==> src/rtl/spm_pipe_param_if.sv <==
// Handshake and result bus of the serial-parallel multiplier.
// The master drives the request (start and operands); the slave is the multiplier.
interface spm_pipe_param_if #(
  parameter int unsigned N = 8
) ();

  logic           start;
  logic [N-1:0]   x;
  logic [N-1:0]   y;
  logic           tc;
  logic           busy;
  logic           p_bit;
  logic           p_valid;
  logic           done;
  logic [2*N-1:0] product;

  modport master (
    output start, x, y, tc,
    input  busy, p_bit, p_valid, done, product
  );

  modport slave (
    input  start, x, y, tc,
    output busy, p_bit, p_valid, done, product
  );

endinterface

==> src/rtl/spm_pipe_param.sv <==
// Serial-parallel multiplier built from N carry-save cells.
// x is held in parallel and y enters one bit per cycle, LSB first. Each RUN cycle emits one
// product bit, LSB first, for 2N cycles. The full 2N-bit product is then presented for one
// DONE cycle.
//
// Signed mode gives the x[N-1] column negative weight without adding any signed arithmetic.
// Each negative partial product is rewritten as -p*2^k = (~p)*2^k - 2^k. Summed over all
// 2N steps, the -2^k terms reduce to +2^(N-1) mod 2^(2N). That constant is preloaded into
// the top carry flop at acceptance. The chain then works entirely on non-negative values,
// so no sign extension of the carry-save state is ever required.
module spm_pipe_param #(
  parameter int unsigned N     = 8,
  parameter bit          TC_EN = 1'b1
) (
  input logic               clk,
  input logic               rst,
  spm_pipe_param_if.slave   bus
);

  localparam int unsigned CntW = $clog2(2 * N) + 1;
  localparam logic [CntW-1:0] LastCnt = CntW'(2 * N - 1);
  localparam logic [CntW-1:0] YEnd    = CntW'(N);

  typedef enum logic [1:0] {StIdle, StRun, StDone} state_e;

  state_e           state_q;
  logic [N-1:0]     x_q;
  logic [N-1:0]     y_q;
  logic             tc_q;
  logic [CntW-1:0]  cnt_q;
  // Cell j's stored sum feeds cell j-1 on the next step, so cell 0's sum is never stored.
  logic [N-1:1]     sum_q;
  logic [N-1:0]     carry_q;
  // Earlier product bits; the final bit is merged in directly when product is loaded.
  logic [2*N-2:0]   sr_q;
  logic [2*N-1:0]   product_q;
  logic             busy_q;
  logic             p_valid_q;
  logic             done_q;

  logic             tc_eff;
  logic             y_bit;
  logic [N-1:0]     pp;
  logic [N-1:0]     sum_in;
  logic [N-1:0]     sum_d;
  logic [N-1:0]     carry_d;

  assign tc_eff = bus.tc & TC_EN;

  // Multiplier bit for the current step, sign-extended past the top of y in signed mode.
  always_comb begin
    y_bit = 1'b0;
    for (int unsigned j = 0; j < N; j++) begin
      if (cnt_q == CntW'(j)) begin
        y_bit = y_q[j];
      end
    end
    if (cnt_q >= YEnd) begin
      y_bit = tc_q & y_q[N-1];
    end
  end

  // One carry-save step: each cell adds its partial product, the shifted-down sum and its carry.
  always_comb begin
    pp          = x_q & {N{y_bit}};
    pp[N-1]     = pp[N-1] ^ tc_q;
    sum_in      = {1'b0, sum_q};
    sum_d       = pp ^ sum_in ^ carry_q;
    carry_d     = (pp & sum_in) | (pp & carry_q) | (sum_in & carry_q);
  end

  // Control FSM plus datapath state; all outputs except p_bit are registered here.
  always_ff @(posedge clk or negedge rst) begin
    if (!rst) begin
      state_q   <= StIdle;
      x_q       <= '0;
      y_q       <= '0;
      tc_q      <= 1'b0;
      cnt_q     <= '0;
      sum_q     <= '0;
      carry_q   <= '0;
      sr_q      <= '0;
      product_q <= '0;
      busy_q    <= 1'b0;
      p_valid_q <= 1'b0;
      done_q    <= 1'b0;
    end else begin
      unique case (state_q)
        StIdle: begin
          if (bus.start) begin
            x_q       <= bus.x;
            y_q       <= bus.y;
            tc_q      <= tc_eff;
            cnt_q     <= '0;
            sum_q     <= '0;
            carry_q   <= {tc_eff, {(N - 1){1'b0}}};
            state_q   <= StRun;
            busy_q    <= 1'b1;
            p_valid_q <= 1'b1;
          end
        end
        StRun: begin
          sum_q   <= sum_d[N-1:1];
          carry_q <= carry_d;
          sr_q    <= {sum_d[0], sr_q[2*N-2:1]};
          cnt_q   <= cnt_q + 1'b1;
          if (cnt_q == LastCnt) begin
            product_q <= {sum_d[0], sr_q};
            state_q   <= StDone;
            p_valid_q <= 1'b0;
            done_q    <= 1'b1;
          end
        end
        StDone: begin
          state_q <= StIdle;
          busy_q  <= 1'b0;
          done_q  <= 1'b0;
        end
        default: begin
          state_q <= StIdle;
        end
      endcase
    end
  end

  assign bus.busy    = busy_q;
  assign bus.p_valid = p_valid_q;
  assign bus.done    = done_q;
  assign bus.product = product_q;
  // The serial bit is the cell-0 sum of the step happening in this cycle.
  assign bus.p_bit   = (state_q == StRun) & sum_d[0];

endmodule

==> src/flat_wrapper.sv <==
// flat-port wrapper written by rule: the top's interface ports become plain ports
module spm_pipe_param_flat 
#(
  parameter int unsigned N     = 8,
  parameter bit          TC_EN = 1'b1
)
  (clk, rst, bus_start, bus_x, bus_y, bus_tc, bus_busy, bus_p_bit, bus_p_valid, bus_done, bus_product);
  spm_pipe_param_if #(.N(N)) bus_i ();
  input logic clk;
  input logic rst;
  input wire logic [$bits(bus_i.start)-1:0] bus_start;
  input wire logic [$bits(bus_i.x)-1:0] bus_x;
  input wire logic [$bits(bus_i.y)-1:0] bus_y;
  input wire logic [$bits(bus_i.tc)-1:0] bus_tc;
  output wire logic [$bits(bus_i.busy)-1:0] bus_busy;
  output wire logic [$bits(bus_i.p_bit)-1:0] bus_p_bit;
  output wire logic [$bits(bus_i.p_valid)-1:0] bus_p_valid;
  output wire logic [$bits(bus_i.done)-1:0] bus_done;
  output wire logic [$bits(bus_i.product)-1:0] bus_product;
  assign bus_i.start = bus_start;
  assign bus_i.x = bus_x;
  assign bus_i.y = bus_y;
  assign bus_i.tc = bus_tc;
  assign bus_busy = bus_i.busy;
  assign bus_p_bit = bus_i.p_bit;
  assign bus_p_valid = bus_i.p_valid;
  assign bus_done = bus_i.done;
  assign bus_product = bus_i.product;
  spm_pipe_param #(.N(N), .TC_EN(TC_EN)) u_core (.clk(clk), .rst(rst), .bus(bus_i));
endmodule
==> config.mk <==
export PLATFORM = sky130hd
export DESIGN_NAME = spm_pipe_param_flat
export DESIGN_NICKNAME = d
export VERILOG_FILES = /design/src/rtl/spm_pipe_param_if.sv /design/src/rtl/spm_pipe_param.sv /design/src/flat_wrapper.sv
export SDC_FILE = /design/constraint.sdc
export NUM_CORES = 1
export LEC_CHECK = 0
export ABC_AREA = 0
export CAP_MARGIN = 15
export CORE_MARGIN = 3
export CORE_UTILIZATION = 30
export CTS_CLUSTER_DIAMETER = 100
export DETAILED_ROUTE_END_ITERATION = 10
export PLACE_DENSITY = 0.54
export SYNTH_ARGS = -nofsm -noshare
export SYNTH_HDL_FRONTEND = slang
export SYNTH_SLANG_ARGS = --single-unit
==> constraint.sdc <==
create_clock -name clk -period 3 [get_ports clk]
set_input_delay 0.45 -clock clk [delete_from_list [all_inputs] [get_ports clk]]
set_output_delay 0.45 -clock clk [all_outputs]
set_load 0.05 [all_outputs]
==> impl_metrics.env, run 1 <==
export IMPL_die_area_mm2=0.0119
export IMPL_cts_max_path_buffers=2
export IMPL_drc=0
export IMPL_pwr_density_cell_mw_per_mm2=1160
export IMPL_dominantRegCellSynth="dfrtp_1"
export IMPL_start_kind="flip-flop"
export IMPL_ioPinCount=40
export IMPL_rr_worst_depth=8
export IMPL_slew_violations=0
export IMPL_r2r_slack_ps=680
export IMPL_fmax_ghz=0.336
export IMPL_critPathKind="reg2out"
export IMPL_synth_seq_cells=73
export IMPL_overflow=0
export IMPL_synth_warning_count=0
export IMPL_htree_levels=3
export IMPL_synth_cells=269
export IMPL_dpl_hpwl_um=4050
export IMPL_clock_root_buffer="clkbuf_8"
export IMPL_async_flop_share=1.00
export IMPL_grt_first_pass_wirelength_um=10300
export IMPL_r2r_start="u_core.cnt_q[0]$_DFFE_PN0P_"
export IMPL_design_core_area_mm2=0.0104
export IMPL_syn_nets=302
export IMPL_antenna_found_initial=0
export IMPL_drive_above_1_share=0.232
export IMPL_final_nets=351
export IMPL_syn_area_mm2=0.00320
export IMPL_leakagePower_nw=1.83
export IMPL_regArea_mm2=0.00183
export IMPL_cp_arrival_ps=2530
export IMPL_antenna_left=0
export IMPL_cts_tree="built"
export IMPL_worst_pin_slew_ps=706
export IMPL_worstSkewPairLatency_ps=340
export IMPL_cp_data_required_time_ps=2550
export IMPL_rsz0062_at_grt="yes"
export IMPL_place_area_mm2=0.00377
export IMPL_synth_top_cell_by_area="dfrtp_1"
export IMPL_synth_distinct_cells=35
export IMPL_cp_max_fo=6
export IMPL_firstDrtPassIters=4
export IMPL_via_count=2050
export IMPL_clk_pin_slew_worst_paths_ps=80
export IMPL_gp_congestion=0.716
export IMPL_hold_viol=0
export IMPL_clock_sinks=73
export IMPL_avgSynthCellArea_um2=11.9
export IMPL_synth_area_leaders="dfrtp_1 (57%), mux2_2 (12%), nand2_1 (7.5%)"
export IMPL_area_growth_pct=28.0
export IMPL_outcome="complete, no violations"
export IMPL_skew_ps=7.42
export IMPL_wl_per_cell_um=13.0
export IMPL_drt_iter0_markers=88
export IMPL_rows=37
export IMPL_finalCritPeriodShare=0.993
export IMPL_die_h_um=109
export IMPL_mostFrequentLayoutCells="dfrtp_1 (71), nand2_1 (64), clkdlybuf4s50_1 (37)"
export IMPL_setup_tns_final_ps=0
export IMPL_num_antenna_cells=0
export IMPL_peakVddDrop_uv=638
export IMPL_numCtsBuffers=9
export IMPL_routed_wl_um=5970
export IMPL_cts_hold_buf=0
export IMPL_fin_area_mm2=0.00410
export IMPL_holdCritPathClass="in2async"
export IMPL_yosysTopAreaCellShare=0.571
export IMPL_die_w_um=109
export IMPL_grt_max_degree=49
export IMPL_initial_core_util=0.309
export IMPL_multi_input_area_mm2=0.00127
export IMPL_grt_total_usage=0.111
export IMPL_synth_edf_count=0
export IMPL_nFillCells=1014
export IMPL_io_buffers=39
export IMPL_ys_seq_area_frac=0.571
export IMPL_slew_headroom=0.530
export IMPL_final_common_cell="dfrtp_1"
export IMPL_min_period_ps=2980
export IMPL_end_kind="output pin"
export IMPL_maxCapViolCount=0
export IMPL_setup_viol=0
export IMPL_r2r_end="u_core.sum_q[6]$_DFFE_PN0P_"
export IMPL_grt_pass1_vias=2071
export IMPL_viasPerCell=4.47
==> how the worst max path moves through the flow <==
stage / startpoint / to / slack [ps] / cells after the start
3_5_place_dp: u_core.cnt_q[2]$_DFFE_PN0P_ / bus_p_bit / 220 / 7
5_1_grt: u_core.cnt_q[2]$_DFFE_PN0P_ / bus_p_bit / -80 / 8
6_report: u_core.cnt_q[2]$_DFFE_PN0P_ / bus_p_bit / 20 / 8
3_3_place_gp: u_core.cnt_q[2]$_DFFE_PN0P_ / bus_p_bit / 240 / 7
4_1_cts: u_core.cnt_q[2]$_DFFE_PN0P_ / bus_p_bit / -20 / 7
2_1_floorplan: u_core.cnt_q[0]$_DFFE_PN0P_ / bus_p_bit / 190 / 8
==> area by class of cell <==
class | instances | share of cell area
multi-input combinational | 166 | 0.310
inverter | 20 | 0.0183
clock buffer | 10 | 0.0312
timing repair buffer | 48 | 0.120
clock inverter | 6 | 0.0318
sequential | 73 | 0.447
tap | 136 | 0.0416
==> registers in the layout (all words and copies together) (netlist names) <==
| register | count |
|---|---|
| u_core.bus.busy | 1 |
| u_core.bus.done | 1 |
| u_core.bus.p_valid | 1 |
| u_core.bus.product | 16 |
| u_core.carry_q | 8 |
| u_core.cnt_q | 5 |
| u_core.sr_q | 15 |
| u_core.state_q | 2 |
| u_core.sum_q | 7 |
| u_core.tc_q | 1 |
| u_core.x_q | 8 |
| u_core.y_q | 8 |
==> through the flow <==
stage	util	hold slack, ps	setup slack [ps]	total power, W	instances
CTS	0.393	125	-24.4	0.00480	458
global placement	0.364	462	236	0.00366	439
global route	0.395	150	-76.4	0.00513	459
floorplan	-	154	195	0.00306	269
finish	0.395	114	22.1	0.00476	459
detailed placement	0.364	466	219	0.00371	439
==> critical path, stage by stage (launching register included) <==
cell,delay (ps)
dfrtp_2,440
buf_6,120
mux2_2,320
nand3b_1,160
a32oi_4,140
and2_4,180
fa_1,490
and3_4,220
buf_12,130
==> routing by layer <==
metal | wire length [um] | part of all wire | GRT usage
met3 | 205 | 0.034 | 0.0241
met1 | 2870 | 0.48 | 0.152
met2 | 2800 | 0.47 | 0.170
met4 | 93 | 0.016 | 0.0508
met5 | 0 | 0 | 0
==> what timing repair did <==
item | CTS | global route
resized for setup | 9 | 3
setup buffers | 3 | 1
pin swaps | 2 | 4
setup endpoints to repair | 1 | 1
==> cells by family (layout without fill, tap and decap cells) <==
| logic type | count (synthesis) | in the layout | share of synthesized area |
|---|---|---|---|
| AOI/OAI and AO/OA | 37 | 37 | 0.0844 |
| and+or+nand+nor | 79 | 79 | 0.106 |
| adders and majority gates | 13 | 13 | 0.0672 |
| DFF | 73 | 73 | 0.571 |
| muxes | 37 | 37 | 0.131 |
| buffers and inverters | 30 | 84 | 0.0410 |
==> power by group <==
part           internal (W)  leakage [nW]  switching (W)
logic              0.000937         0.798        0.00113
clock network      0.000634         0.130       0.000356
registers           0.00142         0.906       0.000281
total               0.00299          1.83        0.00177
==> cells in the mapped netlist, types with 2 or more instances <==
cell type and count:
clkbuf_1 5, nand2b_1 2, buf_6 2, a21oi_1 4, nor2_1 3, and2_1 3, nand2_1 64, and3_1 2
mux2_2 34, buf_2 3, inv_1 19, fa_1 7, a22o_1 3, a21o_1 2, ha_1 6, dfrtp_1 73
o21ai_0 17, a32oi_4 2, mux2i_1 2
Power figures use the tool's default switching activity.
==> run 2: changes to the inputs <==
- CORE_MARGIN: 3 -> 2
==> impl_metrics.env, run 2 (synthesis results as in run 1) <==
export IMPL_hold_viol=0
export IMPL_leakagePower_nw=1.81
export IMPL_die_w_um=107
export IMPL_mostFrequentLayoutCells="dfrtp_1 (71), nand2_1 (64), clkdlybuf4s50_1 (37)"
export IMPL_grt_total_usage=0.113
export IMPL_clock_root_buffer="clkbuf_8"
export IMPL_r2r_start="u_core.cnt_q[0]$_DFFE_PN0P_"
export IMPL_wl_per_cell_um=12.9
export IMPL_worst_pin_slew_ps=747
export IMPL_skew_ps=9.93
export IMPL_gp_congestion=0.748
export IMPL_pwr_density_cell_mw_per_mm2=1140
export IMPL_rows=37
export IMPL_cp_arrival_ps=2560
export IMPL_grt_pass1_vias=2136
export IMPL_min_period_ps=3010
export IMPL_antenna_left=0
export IMPL_setup_tns_final_ps=-12.7
export IMPL_r2r_slack_ps=680
export IMPL_cts_hold_buf=0
export IMPL_worstSkewPairLatency_ps=340
export IMPL_r2r_end="u_core.sr_q[14]$_DFFE_PN0P_"
export IMPL_seq_power_share=0.370
export IMPL_drive_above_1_share=0.243
export IMPL_grt_max_degree=28
export IMPL_rr_worst_depth=8
export IMPL_final_util=0.392
export IMPL_via_count=2088
export IMPL_peakVddDrop_uv=584
export IMPL_cp_max_fo=5
export IMPL_drc=0
export IMPL_num_antenna_cells=0
export IMPL_design_core_area_mm2=0.0103
export IMPL_violations="setup timing"
export IMPL_p_comb_frac=0.446
export IMPL_clkPwrFrac=0.184
export IMPL_start_kind="flip-flop"
export IMPL_pre_cts_ws_ps=196
export IMPL_maxCapViolCount=0
export IMPL_clock_sinks=73
export IMPL_rsz0062_at_grt="yes"
export IMPL_overflow=0
export IMPL_slew_headroom=0.502
export IMPL_final_nets=353
export IMPL_finalCritPeriodShare=1.00
export IMPL_cp_data_required_time_ps=2550
export IMPL_largest_reg_flops=16
export IMPL_htree_levels=3
export IMPL_critPathKind="reg2out"
export IMPL_cts_tree="built"
export IMPL_die_area_mm2=0.0115
export IMPL_totalPowerFinal_w=0.00460
export IMPL_area_growth_pct=26.3
export IMPL_postLayoutSetupSlackWorst_ps=-12.7
export IMPL_dpl_hpwl_um=4120
export IMPL_antenna_found_initial=0
export IMPL_ioPinCount=40
export IMPL_setup_viol=1
export IMPL_holdCritPathClass="in2async"
export IMPL_end_kind="output pin"
export IMPL_outcome="complete, but fails checks"
export IMPL_cts_max_path_buffers=2
export IMPL_switching_share=0.384
export IMPL_drt_iter0_markers=53
export IMPL_io_buffers=39
export IMPL_clk_pin_slew_worst_paths_ps=80
export IMPL_final_common_cell="dfrtp_1"
export IMPL_p_sw_w=0.00177
export IMPL_grt_first_pass_wirelength_um=10200
export IMPL_fmax_ghz=0.332
export IMPL_internal_power_w=0.00284
export IMPL_routed_wl_um=5940
export IMPL_initial_core_util=0.310
export IMPL_final_cells=461
export IMPL_numCtsBuffers=9
export IMPL_slew_violations=0
export IMPL_place_inst=440
export IMPL_die_h_um=107
export IMPL_viasPerCell=4.53
export IMPL_firstDrtPassIters=4
## run 2: cell types whose count changed in the layout (fill, tap and decap cells not counted), sizes merged
cell    before  now
buf         11   13
bufinv       4    2
clkbuf      10   11
clkinv       2    3
## run 2: repair_timing
action                     in CTS  in global routing
cloned                          0                  0
gates resized for setup         6                  5
setup endpoints to repair       1                  1
pin swaps                       4                  2
setup buffers                   4                  1
## run 2: area by class of cell
type,instances,area (um2)
clock inverters,5,78.8
flip-flops and latches,73,1830
well taps,136,170
inverters,20,75.1
repair buffers,50,478
fillers,1024,6280
clock buffers,11,141
multi-input cells,166,1270
## run 2: routing by layer
| layer | wire, um | GRT usage | share of wire | vias up |
|---|---|---|---|---|
| li1 | - | - | - | 990 |
| met1 | 2790 | 0.149 | 0.47 | 1045 |
| met2 | 2770 | 0.175 | 0.47 | 40 |
| met3 | 237 | 0.0272 | 0.040 | 13 |
| met4 | 148 | 0.0519 | 0.025 | 0 |
| met5 | 0 | 0 | 0 | - |
## run 2: stage by stage
stage / hold slack [ps] / area [um2]
floorplan: 154 / 3200
global placement: 462 / 3750
detailed placement: 465 / 3750
CTS: 97.8 / 4020
global route: 126 / 4040
finish: 90.8 / 4040
## run 2: critical path, stage by stage, from the launching register on
cell and delay, ps:
dfrtp_2 450, mux2_4 330, a32oi_4 280, a32oi_4 150, and2_4 170, fa_1 500
and3_4 210, buf_12 130
## run 2: power groups by stage
stage          Clock, W  Combinational, W  Sequential [W]
6_report       0.000848           0.00205         0.00170
5_1_grt        0.000914           0.00228         0.00177
4_1_cts        0.000872           0.00206         0.00170
3_5_place_dp          0           0.00198         0.00173
3_3_place_gp          0           0.00192         0.00171
2_1_floorplan         0           0.00113         0.00193
## run 2: how the worst max path moves through the flow
stage / start / endpoint / slack, ps / cells past startpoint
6_report: u_core.cnt_q[2]$_DFFE_PN0P_ / bus_p_bit / -10 / 7
3_5_place_dp: u_core.cnt_q[0]$_DFFE_PN0P_ / bus_p_bit / 200 / 9
4_1_cts: u_core.cnt_q[2]$_DFFE_PN0P_ / bus_p_bit / -30 / 7
2_1_floorplan: u_core.cnt_q[0]$_DFFE_PN0P_ / bus_p_bit / 190 / 8
3_3_place_gp: u_core.cnt_q[2]$_DFFE_PN0P_ / bus_p_bit / 250 / 7
5_1_grt: u_core.cnt_q[0]$_DFFE_PN0P_ / bus_p_bit / -90 / 8
